--- config.mk ---
export PLATFORM = sky130hd
export DESIGN_NAME = bank_timing_ctrl_flat
export DESIGN_NICKNAME = d
export VERILOG_FILES = /design/src/rtl/bank_timing_ctrl_pkg.sv /design/src/rtl/bank_timing_if.sv /design/src/rtl/bank_timing_ctrl_bank_fsm.sv /design/src/rtl/bank_timing_ctrl.sv /design/src/flat_wrapper.sv
export SDC_FILE = /design/constraint.sdc
export NUM_CORES = 1
export LEC_CHECK = 0
export CAP_MARGIN = 30
export CORE_ASPECT_RATIO = 2
export CORE_UTILIZATION = 55
export DETAILED_ROUTE_END_ITERATION = 8
export GPL_ROUTABILITY_DRIVEN = 0
export PLACE_DENSITY_LB_ADDON = 0.05
export RECOVER_POWER = 100
export SYNTH_ARGS = -nofsm -noshare
export SYNTH_HDL_FRONTEND = slang
export SYNTH_HIERARCHICAL = 1
export SYNTH_SLANG_ARGS = --single-unit
--- constraint.sdc ---
create_clock -name clk -period 7.9 [get_ports clk]
set_input_delay 1.58 -clock clk [delete_from_list [all_inputs] [get_ports clk]]
set_output_delay 1.58 -clock clk [all_outputs]
set_load 0.05 [all_outputs]
--- src/rtl/bank_timing_ctrl_pkg.sv ---
// Shared types for the per-bank DRAM timing controller:
// state codes, command bit indices and bank-op legality.
package bank_timing_ctrl_pkg;

  localparam int CMDW = 19;

  localparam int C_WRA  = 0;
  localparam int C_WR   = 1;
  localparam int C_SRF  = 2;
  localparam int C_REF  = 3;
  localparam int C_RDA  = 4;
  localparam int C_RD   = 5;
  localparam int C_PRA  = 6;
  localparam int C_PR   = 7;
  localparam int C_PDX  = 8;
  localparam int C_PD   = 9;
  localparam int C_MRW  = 10;
  localparam int C_MRR  = 11;
  localparam int C_DPDX = 12;
  localparam int C_DPD  = 13;
  localparam int C_CKEL = 14;
  localparam int C_CKEH = 15;
  localparam int C_CFG  = 16;
  localparam int C_BST  = 17;
  localparam int C_ACT  = 18;

  typedef enum logic [4:0] {
    ST_IDLE        = 5'h00,
    ST_ACTIVATING  = 5'h01,
    ST_ACTIVE      = 5'h03,
    ST_PRECHARGING = 5'h0a,
    ST_READING     = 5'h0b,
    ST_READING_AP  = 5'h0c,
    ST_REFRESHING  = 5'h0d,
    ST_WRITING     = 5'h12,
    ST_WRITING_AP  = 5'h13
  } bank_st_e;

  typedef enum logic [2:0] {
    OP_NONE,
    OP_ACT,
    OP_RD,
    OP_WR,
    OP_RDA,
    OP_WRA,
    OP_PR,
    OP_REF
  } bank_op_e;

  // Column and precharge commands need an open row with no burst in flight.
  function automatic logic bank_ok(bank_op_e op, bank_st_e st,
                                   logic expired);
    logic ready;
    logic ok;
    ready = (st == ST_ACTIVE) ||
            (((st == ST_READING) || (st == ST_WRITING)) && expired);
    ok = 1'b0;
    unique case (op)
      OP_ACT:  ok = (st == ST_IDLE);
      OP_RD,
      OP_WR,
      OP_RDA,
      OP_WRA:  ok = ready;
      OP_PR:   ok = ready || (st == ST_IDLE);
      OP_REF:  ok = (st == ST_IDLE);
      default: ok = 1'b0;
    endcase
    return ok;
  endfunction

endpackage

--- src/rtl/bank_timing_if.sv ---
// Command/status bundle between a command source and the
// bank timing controller.
interface bank_timing_if #(
  parameter int BGWIDTH = 2,
  parameter int BAWIDTH = 2
);
  import bank_timing_ctrl_pkg::*;

  localparam int BGW = (BGWIDTH > 0) ? BGWIDTH : 1;
  localparam int NBG = 1 << BGWIDTH;
  localparam int NBA = 1 << BAWIDTH;

  logic [BGW-1:0]               bg;
  logic [BAWIDTH-1:0]           ba;
  logic [CMDW-1:0]              commands;
  logic [NBG-1:0][NBA-1:0][4:0] BankFSM;
  logic                         cmd_illegal;
  logic                         all_idle;

  modport master (
    output bg, ba, commands,
    input  BankFSM, cmd_illegal, all_idle
  );

  modport slave (
    input  bg, ba, commands,
    output BankFSM, cmd_illegal, all_idle
  );

endinterface

--- src/rtl/bank_timing_ctrl_bank_fsm.sv ---
// One DRAM bank: state register plus a down-counter that
// times every state and gates the autonomous transitions.
module bank_fsm
  import bank_timing_ctrl_pkg::*;
#(
  parameter int BL    = 8,
  parameter int T_RCD = 17,
  parameter int T_WR  = 14,
  parameter int T_RP  = 17,
  parameter int T_RFC = 34,
  parameter int CNTW  = 8
) (
  input  logic     clk,
  input  logic     rst,
  input  logic     go,
  input  bank_op_e op,
  output bank_st_e st,
  output logic     expired
);

  bank_st_e        st_q, st_d;
  logic [CNTW-1:0] cnt_q, cnt_d;

  assign expired = (cnt_q == '0);
  assign st      = st_q;

  // Counter holds N-1 so a state loaded with N stays visible N cycles.
  always_comb begin
    st_d  = st_q;
    cnt_d = cnt_q;
    if (go) begin
      unique case (op)
        OP_ACT: begin
          st_d  = ST_ACTIVATING;
          cnt_d = CNTW'(T_RCD - 1);
        end
        OP_RD: begin
          st_d  = ST_READING;
          cnt_d = CNTW'(BL - 1);
        end
        OP_WR: begin
          st_d  = ST_WRITING;
          cnt_d = CNTW'(T_WR - 1);
        end
        OP_RDA: begin
          st_d  = ST_READING_AP;
          cnt_d = CNTW'(BL);
        end
        OP_WRA: begin
          st_d  = ST_WRITING_AP;
          cnt_d = CNTW'(T_WR);
        end
        OP_PR: begin
          if (st_q != ST_IDLE) begin
            st_d  = ST_PRECHARGING;
            cnt_d = CNTW'(T_RP - 1);
          end
        end
        OP_REF: begin
          st_d  = ST_REFRESHING;
          cnt_d = CNTW'(T_RFC - 1);
        end
        default: ;
      endcase
    end else if (!expired) begin
      cnt_d = cnt_q - CNTW'(1);
    end else begin
      unique case (st_q)
        ST_ACTIVATING: st_d = ST_ACTIVE;
        ST_READING_AP,
        ST_WRITING_AP: begin
          st_d  = ST_PRECHARGING;
          cnt_d = CNTW'(T_RP - 1);
        end
        ST_PRECHARGING,
        ST_REFRESHING: st_d = ST_IDLE;
        default: ;
      endcase
    end
  end

  always_ff @(posedge clk or posedge rst) begin
    if (rst) begin
      st_q  <= ST_IDLE;
      cnt_q <= '0;
    end else begin
      st_q  <= st_d;
      cnt_q <= cnt_d;
    end
  end

endmodule

--- src/rtl/bank_timing_ctrl.sv ---
// Registers the command, decodes the target bank, applies the
// global PRA/REF checks and fans the accepted op to the banks.
module bank_timing_ctrl
  import bank_timing_ctrl_pkg::*;
#(
  parameter int BGWIDTH = 2,
  parameter int BAWIDTH = 2,
  parameter int BL      = 8,
  parameter int T_RCD   = 17,
  parameter int T_WR    = 14,
  parameter int T_RP    = 17,
  parameter int T_RFC   = 34,
  parameter int CNTW    = 8
) (
  input logic          clk,
  input logic          reset,
  bank_timing_if.slave bus
);

  localparam int BGW = (BGWIDTH > 0) ? BGWIDTH : 1;
  localparam int NBG = 1 << BGWIDTH;
  localparam int NBA = 1 << BAWIDTH;
  localparam int NB  = NBG * NBA;

  logic [CMDW-1:0]    cmd_q, cmd_d;
  logic [BGW-1:0]     bg_q, bg_d;
  logic [BAWIDTH-1:0] ba_q, ba_d;
  logic               illegal_q, illegal_d;

  bank_op_e           op;
  logic               global_cmd;
  logic               onehot;
  logic               accept;
  logic [NB-1:0]      sel, ok, pr_ok, idle, go, expd;
  bank_st_e           st [NB];

  logic [NBG-1:0][NBA-1:0][4:0] fsm_v;

  for (genvar g = 0; g < NBG; g++) begin : g_bg
    for (genvar b = 0; b < NBA; b++) begin : g_ba
      localparam int I = g * NBA + b;

      assign sel[I]   = ((BGWIDTH == 0) || (bg_q == BGW'(g))) &&
                        (ba_q == BAWIDTH'(b));
      assign ok[I]    = bank_ok(op, st[I], expd[I]);
      assign pr_ok[I] = bank_ok(OP_PR, st[I], expd[I]);
      assign idle[I]  = (st[I] == ST_IDLE);
      assign fsm_v[g][b] = st[I];

      bank_fsm #(
        .BL    (BL),
        .T_RCD (T_RCD),
        .T_WR  (T_WR),
        .T_RP  (T_RP),
        .T_RFC (T_RFC),
        .CNTW  (CNTW)
      ) u_bank (
        .clk     (clk),
        .rst     (reset),
        .go      (go[I]),
        .op      (op),
        .st      (st[I]),
        .expired (expd[I])
      );
    end
  end

  always_comb begin
    cmd_d      = bus.commands;
    bg_d       = bus.bg;
    ba_d       = bus.ba;
    onehot     = (cmd_q != '0) &&
                 ((cmd_q & (cmd_q - CMDW'(1))) == '0);
    op         = OP_NONE;
    global_cmd = 1'b0;
    if (onehot) begin
      unique case (1'b1)
        cmd_q[C_ACT]: op = OP_ACT;
        cmd_q[C_RD]:  op = OP_RD;
        cmd_q[C_WR]:  op = OP_WR;
        cmd_q[C_RDA]: op = OP_RDA;
        cmd_q[C_WRA]: op = OP_WRA;
        cmd_q[C_PR]:  op = OP_PR;
        cmd_q[C_PRA]: begin
          op         = OP_PR;
          global_cmd = 1'b1;
        end
        cmd_q[C_REF]: begin
          op         = OP_REF;
          global_cmd = 1'b1;
        end
        default: op = OP_NONE;
      endcase
    end
    // PRA is all-or-nothing; REF needs every bank idle.
    if (cmd_q[C_REF])
      accept = &idle;
    else if (cmd_q[C_PRA])
      accept = &pr_ok;
    else
      accept = |(sel & ok);
    go = '0;
    if (onehot && (op != OP_NONE) && accept)
      go = global_cmd ? '1 : sel;
    illegal_d = (cmd_q != '0) &&
                (!onehot || ((op != OP_NONE) && !accept));
  end

  always_ff @(posedge clk or posedge reset) begin
    if (reset) begin
      cmd_q     <= '0;
      bg_q      <= '0;
      ba_q      <= '0;
      illegal_q <= 1'b0;
    end else begin
      cmd_q     <= cmd_d;
      bg_q      <= bg_d;
      ba_q      <= ba_d;
      illegal_q <= illegal_d;
    end
  end

  assign bus.BankFSM     = fsm_v;
  assign bus.cmd_illegal = illegal_q;
  assign bus.all_idle    = &idle;

endmodule

--- src/flat_wrapper.sv ---
// flat-port wrapper written by rule: the top's interface ports become plain ports
module bank_timing_ctrl_flat import bank_timing_ctrl_pkg::*;
#(
  parameter int BGWIDTH = 2,
  parameter int BAWIDTH = 2,
  parameter int BL      = 8,
  parameter int T_RCD   = 17,
  parameter int T_WR    = 14,
  parameter int T_RP    = 17,
  parameter int T_RFC   = 34,
  parameter int CNTW    = 8
)
  (clk, reset, bus_bg, bus_ba, bus_commands, bus_BankFSM, bus_cmd_illegal, bus_all_idle);
  bank_timing_if #(.BGWIDTH(BGWIDTH), .BAWIDTH(BAWIDTH)) bus_i ();
  input logic clk;
  input logic reset;
  input wire logic [$bits(bus_i.bg)-1:0] bus_bg;
  input wire logic [$bits(bus_i.ba)-1:0] bus_ba;
  input wire logic [$bits(bus_i.commands)-1:0] bus_commands;
  output wire logic [$bits(bus_i.BankFSM)-1:0] bus_BankFSM;
  output wire logic [$bits(bus_i.cmd_illegal)-1:0] bus_cmd_illegal;
  output wire logic [$bits(bus_i.all_idle)-1:0] bus_all_idle;
  assign bus_i.bg = bus_bg;
  assign bus_i.ba = bus_ba;
  assign bus_i.commands = bus_commands;
  assign bus_BankFSM = bus_i.BankFSM;
  assign bus_cmd_illegal = bus_i.cmd_illegal;
  assign bus_all_idle = bus_i.all_idle;
  bank_timing_ctrl #(.BGWIDTH(BGWIDTH), .BAWIDTH(BAWIDTH), .BL(BL), .T_RCD(T_RCD), .T_WR(T_WR), .T_RP(T_RP), .T_RFC(T_RFC), .CNTW(CNTW)) u_core (.clk(clk), .reset(reset), .bus(bus_i));
endmodule
== Yosys cells after proc, flatten, opt, wreduce, memory -nomap -nowiden ==
Cells that the tools add are included.

* Bits in registers: 232
* Bits of input ports: 25
* Output and inout port bits: 82
* Logic and storage cells: 672

* $add $sub $neg: 17
* Eq/ne operators: 189
* Multiplexer cells: 184
* Bitwise operators: 2
* Reduce and logical (&&, ||, !) cells: 244

{| class="wikitable"
|+ Operators with widths
! kind !! number
|-
| $pmux W8 S7 || 16
|-
| $pmux W5 S7 || 16
|-
| $mux W8 || 64
|-
| $eq A5 B4 Y1 const B || 64
|-
| $mux W5 || 48
|-
| $pmux W5 S3 || 16
|-
| $eq A5 B5 Y1 const B || 32
|-
| $logic_not A8 Y1 || 16
|-
| $ne A8 B8 Y1 const B || 16
|-
| $sub A8 B1 Y8 const B || 16
|-
| $eq A5 B1 Y1 const B || 16
|-
| $eq A5 B2 Y1 const B || 16
|-
| $logic_not A5 Y1 || 16
|-
| $reduce_bool A5 Y1 || 16
|-
| $reduce_or A2 Y1 || 35
|-
| $reduce_and A4 Y1 || 16
|-
| $reduce_bool A4 Y1 || 16
|-
| $logic_or A1 B1 Y1 || 49
|-
| $ne A3 B1 Y1 const B || 16
|-
| $ne A3 B3 Y1 const B || 16
|-
| $pmux W1 S3 || 16
|-
| $reduce_and A3 Y1 || 16
|-
| $logic_and A1 B1 Y1 || 37
|-
| $mux W16 || 2
|-
| other kinds (20) || 49
|}

== Depth between registers and ports, before layout ==
* Word-level depth: 16
* Mapped depth: 18
* Mapped depth without buffers: 16

== Cells and area by module ==
The synthesis kept the hierarchy.

{| class="wikitable"
|+ Modules (own cells, without submodules)
! module !! times used !! cells each !! area each (sq um) !! seq. area each (sq um)
|-
| bank_fsm || 16 || 117 || 1109.8 || 325.3
|-
| bank_timing_ctrl || 1 || 334 || 2587.5 || 600.6
|}

== Worst setup path before layout ==
Ideal clock, no wire load.

* Path kind: register to register
* Start: register u_core.cmd_q[4]
* End: register u_core.g_bg[0].g_ba[0].u_bank.cnt_q[4]
* Library setup time: 0.123 ns
* Data arrival time: 6.056 ns
* Data required time: 7.777 ns
* Path slack: 1.721 ns
* Stages on the path, launching flop included: 12
* Buffers on the path: 2
* Period minus slack after synthesis: 6.179 ns
* Cells stage by stage: dfrtp_1 -> buf_6 -> or4_4 -> buf_6 -> or4_4 -> a2111oi_2 -> nand3_2 -> nor2_1 -> nand3b_1 -> o31ai_4 -> a22oi_2 -> o221a_1

* Word-level cells in the longest chain between the ends: 16
* Elaborated cells on any way between the ends: 48
* Those cells by class: add/sub: 1; eq/ne: 10; mux: 25; bitwise: 2; reduce/logical: 10

{| class="wikitable"
|+ Ends and longest elaborated chain
! element !! line !! text
|-
| from (decl) || bank_timing_ctrl.sv:25 || <nowiki>logic [CMDW-1:0] cmd_q, cmd_d;</nowiki>
|-
| from (signal assigned) || bank_timing_ctrl.sv:116 || <nowiki>cmd_q <= cmd_d;</nowiki>
|-
| $sub A19 B1 Y19 || bank_timing_ctrl.sv:73 || <nowiki>((cmd_q & (cmd_q - CMDW'(1))) == '0);</nowiki>
|-
| $and A19 B19 Y19 || bank_timing_ctrl.sv:73 ||
|-
| $logic_not A19 Y1 || bank_timing_ctrl.sv:73 ||
|-
| $logic_and A1 B1 Y1 || bank_timing_ctrl.sv:72 || <nowiki>onehot = (cmd_q != '0) &&</nowiki>
|-
| $mux W3 (*) || bank_timing_ctrl.sv:76 || <nowiki>if (onehot) begin</nowiki>
|-
| named net u_core.op[1] || bank_timing_ctrl.sv:30 || <nowiki>bank_op_e op;</nowiki>
|-
| $eq A3 B2 Y1 (tied with other cells) || bank_timing_ctrl_pkg.sv:58, bank_timing_ctrl_bank_fsm.sv:32 ||
|-
| $reduce_or A4 Y1 / $reduce_or A2 Y1 (equally long branches) || n/a ||
|-
| $pmux W1 S3 || bank_timing_ctrl_pkg.sv:58 || <nowiki>unique case (op)</nowiki>
|-
| $and A16 B16 Y16 || bank_timing_ctrl.sv:101 || <nowiki>accept = |(sel & ok);</nowiki>
|-
| $reduce_or A16 Y1 || bank_timing_ctrl.sv:101 ||
|-
| $mux W1 || bank_timing_ctrl.sv:98 || <nowiki>else if (cmd_q[C_PRA])</nowiki>
|-
| $mux W1 || bank_timing_ctrl.sv:96 || <nowiki>if (cmd_q[C_REF])</nowiki>
|-
| $logic_and A1 B1 Y1 || bank_timing_ctrl.sv:103 || <nowiki>if (onehot && (op != OP_NONE) && accept)</nowiki>
|-
| $mux W16 || bank_timing_ctrl.sv:103 ||
|-
| $ne A8 B8 Y1 (no source line) (tied with other cells) || n/a ||
|-
| $reduce_and A3 Y1 (no source line) || n/a ||
|-
| to (signal assigned) || bank_timing_ctrl_bank_fsm.sv:88 || <nowiki>cnt_q <= cnt_d;</nowiki>
|-
| to (decl) || bank_timing_ctrl_bank_fsm.sv:22 || <nowiki>logic [CNTW-1:0] cnt_q, cnt_d;</nowiki>
|}

The timed path passes the listed nets; every way through them passes the cells marked *.
A chain may end at the register's enable or synchronous reset.

== Final worst setup path ==
* Start: register u_core.g_bg[1].g_ba[1].u_bank.cnt_q[0]
* End: register u_core.g_bg[1].g_ba[2].u_bank.st_q[1]

* Word-level cells in the longest chain between the ends: 13
* Elaborated cells on any way between the ends: 18
* Those cells by class: eq/ne: 2; mux: 5; bitwise: 1; reduce/logical: 10

{| class="wikitable"
|+ Ends and longest elaborated chain
! element !! line !! text
|-
| from (decl) || bank_timing_ctrl_bank_fsm.sv:22 ||
|-
| from (signal assigned) || bank_timing_ctrl_bank_fsm.sv:88 ||
|-
| $logic_not A8 Y1 (*) || bank_timing_ctrl_bank_fsm.sv:24 || <nowiki>assign expired = (cnt_q == '0);</nowiki>
|-
| named net u_core.expd[5] || bank_timing_ctrl.sv:34 || <nowiki>logic [NB-1:0] sel, ok, pr_ok, idle, go, expd;</nowiki>
|-
| $logic_and A1 B1 Y1 (*) || bank_timing_ctrl_pkg.sv:56 || <nowiki>(((st == ST_READING) || (st == ST_WRITING)) && expired);</nowiki>
|-
| $logic_or A1 B1 Y1 (*) || bank_timing_ctrl_pkg.sv:55 || <nowiki>ready = (st == ST_ACTIVE) ||</nowiki>
|-
| $logic_or A1 B1 Y1 || bank_timing_ctrl_pkg.sv:64 || <nowiki>OP_PR: ok = ready || (st == ST_IDLE);</nowiki>
|-
| $pmux W1 S3 || bank_timing_ctrl_pkg.sv:58 ||
|-
| $and A16 B16 Y16 || bank_timing_ctrl.sv:101 ||
|-
| $reduce_or A16 Y1 || bank_timing_ctrl.sv:101 ||
|-
| $mux W1 (*) || bank_timing_ctrl.sv:98 ||
|-
| $mux W1 (*) || bank_timing_ctrl.sv:96 ||
|-
| $logic_and A1 B1 Y1 (*) || bank_timing_ctrl.sv:103 ||
|-
| $mux W16 (*) || bank_timing_ctrl.sv:103 ||
|-
| named net u_core.go[6] || bank_timing_ctrl.sv:34 ||
|-
| $ne A8 B8 Y1 (no source line) (tied with other cells) || n/a ||
|-
| $reduce_and A4 Y1 (no source line) || n/a ||
|-
| to (signal assigned) || bank_timing_ctrl_bank_fsm.sv:87 || <nowiki>st_q <= st_d;</nowiki>
|-
| to (decl) || bank_timing_ctrl_bank_fsm.sv:21 || <nowiki>bank_st_e st_q, st_d;</nowiki>
|}

Marked as above.

==> results_dict.tcl <==
set metrics [dict create \
    outcome "finished clean" \
    antenna_left 0 \
    fmax_ghz 0.154 \
    yosys-top-cells-area "dfrtp_1 (29%), o31ai_4 (3.3%), clkbuf_8 (3.2%)" \
    die_w_um 138 \
    setup_violations 0 \
    yosysSeqAreaShare_pct 28.5 \
    final_common_cell "dfrtp_1" \
    final_cell_mix "dfrtp_1 (232), inv_1 (138), nor2_1 (122), dlygate4sd3_1 (106), nand2_1 (99)" \
    worstSkewPairLatency_ps 550 \
    synth_seq_cells 232 \
    dpl.hpwl_um 40300 \
    slew_viol_final 0 \
    tritoncts "built" \
    postCtsSetupBuffers 0 \
    cp-end-kind "flop" \
    grt_antenna_before_repair 0 \
    top_layer "met4" \
    hold_viol 0 \
    routedWlPerCell_um 20.6 \
    rsz0062_at_grt "no" \
    nets 2314 \
    diodes 0 \
    grt_pass1_wl_um 90100 \
    place_inst 2684 \
    dr.pass1.iters 6 \
    critPathKind "flop to flop" \
    fin_crit_sh_pct 81.9 \
    cts_root_buffer "clkbuf_16" \
    fin_crit_ps 6470 \
    grt.total_usage_pct 29.6 \
    start_kind "flop" \
    p_total_uw 4850 \
    htreeDepth 1 \
    synth-edff-count 0 \
    die_area_um2 37800 \
    cts_made_buffers 25 \
    synthToLayoutAreaGrowth_pct 7.37 \
    combPwrFrac_pct 34.9 \
    drt_iter0_markers 1273 \
    reg2reg_from "u_core/g_bg[1].g_ba[1].u_bank/cnt_q[0]" \
    syn_avg_cell_area_um2 9.22 \
    worstPathArrival_ps 6900 \
    setup_tns_ps 0 \
    crit_family "compound AO/OA/AOI/OAI gates" \
    intPower_uw 3110 \
    postCtsResizedCells 0 \
    core_um2 36400 \
    p_seq_share_pct 39.4 \
    ios 107 \
    worstPathMaxFanout 28 \
    async_reset_ff_share_pct 100 \
    die_h_um 274 \
    ys_types 87 \
    p_clk_share_pct 25.7 \
    path_clk_slew_ps 70 \
    leakage_uw 0.00858 \
    io_buffers 106 \
    power.net_switching_uw 1750 \
    final_cells 2728 \
    crit_slowest_cell "clkbuf_1" \
    cpPeakStageDelay_ps 920 \
    cts_sinks 232 \
    vias 18268 \
    synthCells 2206 \
    synth_ff_type "dfrtp_1" \
    grt_max_degree 155 \
    rr_worst_depth 17 \
    synth.largest_area_cell "dfrtp_1" \
    switching_share_pct 36.0 \
    skew_ps 14.6 \
    vias_per_cell 6.70 \
    grt.overflow.total 0 \
    syn-num-nets 2263 \
    peakVddDrop_uv 234 \
    crit_cells 17 \
    startpoint "u_core/g_bg[1].g_ba[1].u_bank/cnt_q[0]" \
    fill_cells 3341 \
    tightest_slew_ps 1320 \
    required_ps 8330 \
    syn-cell-area_um2 20300 \
    wl_met1_um 21300 \
    cp_num_buf_inv 2 \
    cp_common_cell "a21oi_1" \
    min-delay-start "u_core/g_bg[1].g_ba[1].u_bank/cnt_q[7]" \
    routed_wl_um 56100 \
    rows 99 \
    yosys_warnings 6 \
    timing.hold.ws_ps 507 \
    hold_depth 1 \
    hold_buffers 0 \
    wl_met3_um 2400 \
    dr_wl_met2_um 30100 \
    clk_path_buf_depth 3 \
    grt_pass1_vias 17820 \
    drive_gt1_share_pct 12.6 \
    synth_top_area_share_pct 28.5 \
    slew-limit-headroom_pct 12.1 \
    crit_chain "inv_1 > ha_1 > nor3b_1 > and2_0 > nand2_1 > o32ai_1 > a21oi_1 > nor4_1 > nand4_1 > o41ai_1 > o211ai_1 > a21oi_1 > clkbuf_1 > o31a_1 > o31ai_4 > a22oi_1 > mux2_1" \
    power.density_nw_per_um2 222 \
    start_util_pct 55.9 \
    fin_util_pct 60.0 \
    min_path_type "flop to flop" \
    drc 0 \
    drv_cap 0 \
]
## cell type report
type	count	area (µm²)	area share (%)
sequential	232	5810	26.6
clock inverter	10	133	0.607
timing repair buffer	134	1270	5.84
multi-input combinational	1726	12800	58.7
inverter	138	518	2.37
tap	454	568	2.60
clock buffer	34	719	3.29
## final timing paths
kind                                                           to  slack [ps]
max                           u_core/g_bg[1].g_ba[2].u_bank/st[1]        1430
min                        u_core/g_bg[1].g_ba[1].u_bank/cnt_q[7]         510
max reg2reg                   u_core/g_bg[1].g_ba[2].u_bank/st[1]        1430
min reg2reg                u_core/g_bg[1].g_ba[1].u_bank/cnt_q[7]         510
max in group asynchronous                          u_core/ba_q[1]        4860
min in group asynchronous  u_core/g_bg[1].g_ba[0].u_bank/cnt_q[0]        2290
## routing by layer
metal	vias up	GRT usage [%]
met4	0	13.7
li1	8576	-
met2	510	55.4
met3	158	3.35
met1	9024	32.2
met5	-	0
## state kept, by name (all words and copies together) (netlist names)
name                           cells
u_core/bg_q                        2
u_core/bus.cmd_illegal             1
u_core/g_bg.g_ba.u_bank/st        80
u_core/ba_q                        2
u_core/cmd_q                      19
u_core/g_bg.g_ba.u_bank/cnt_q    128
## cells in the mapped netlist (18+ instances only)
cell / number
ha_1: 32
a22o_1: 34
o21ai_1: 65
o211ai_1: 20
mux2_1: 48
inv_1: 138
or3_1: 19
nor3b_1: 40
nor2_1: 125
and2_1: 33
o31ai_4: 32
nor4_1: 20
a211oi_1: 51
nand3b_1: 80
nand2b_1: 92
o221ai_1: 32
nand3_1: 97
a32oi_1: 19
a21o_1: 82
or4_1: 27
nor3_1: 43
dfrtp_1: 232
or2_2: 18
nor4bb_1: 18
a21oi_1: 85
clkbuf_8: 48
a22oi_2: 32
o31ai_1: 21
nand2_1: 99
or4_4: 18
o21ai_0: 28
nor2b_1: 19
## metrics by stage
step	cell area [µm²]	setup WS [ps]
5_1_grt	21800	930
3_3_place_gp	21300	2520
4_1_cts	22200	2360
2_1_floorplan	20300	1720
3_5_place_dp	21300	2390
6_report	21800	1430
## power by group through the flow
stage,Sequential [µW],Combinational [µW],Clock (µW)
finish,1910,1690,1250
global route,1970,1900,1320
CTS,1900,1710,1290
detailed placement,1920,1700,0
global placement,1910,1650,0
floorplan,1820,1390,0
## logic make-up (layout without fill, tap and decap cells)
family	count (synthesis)	in the layout	synth area share, %
compound gates	689	689	28.2
xor+xnor	32	32	1.38
fa+ha+maj	34	34	2.07
buf+inv	248	316	7.47
flops	232	232	28.5
mux	66	66	3.55
simple gates	905	905	28.8
Power figures use the tool's default switching activity.
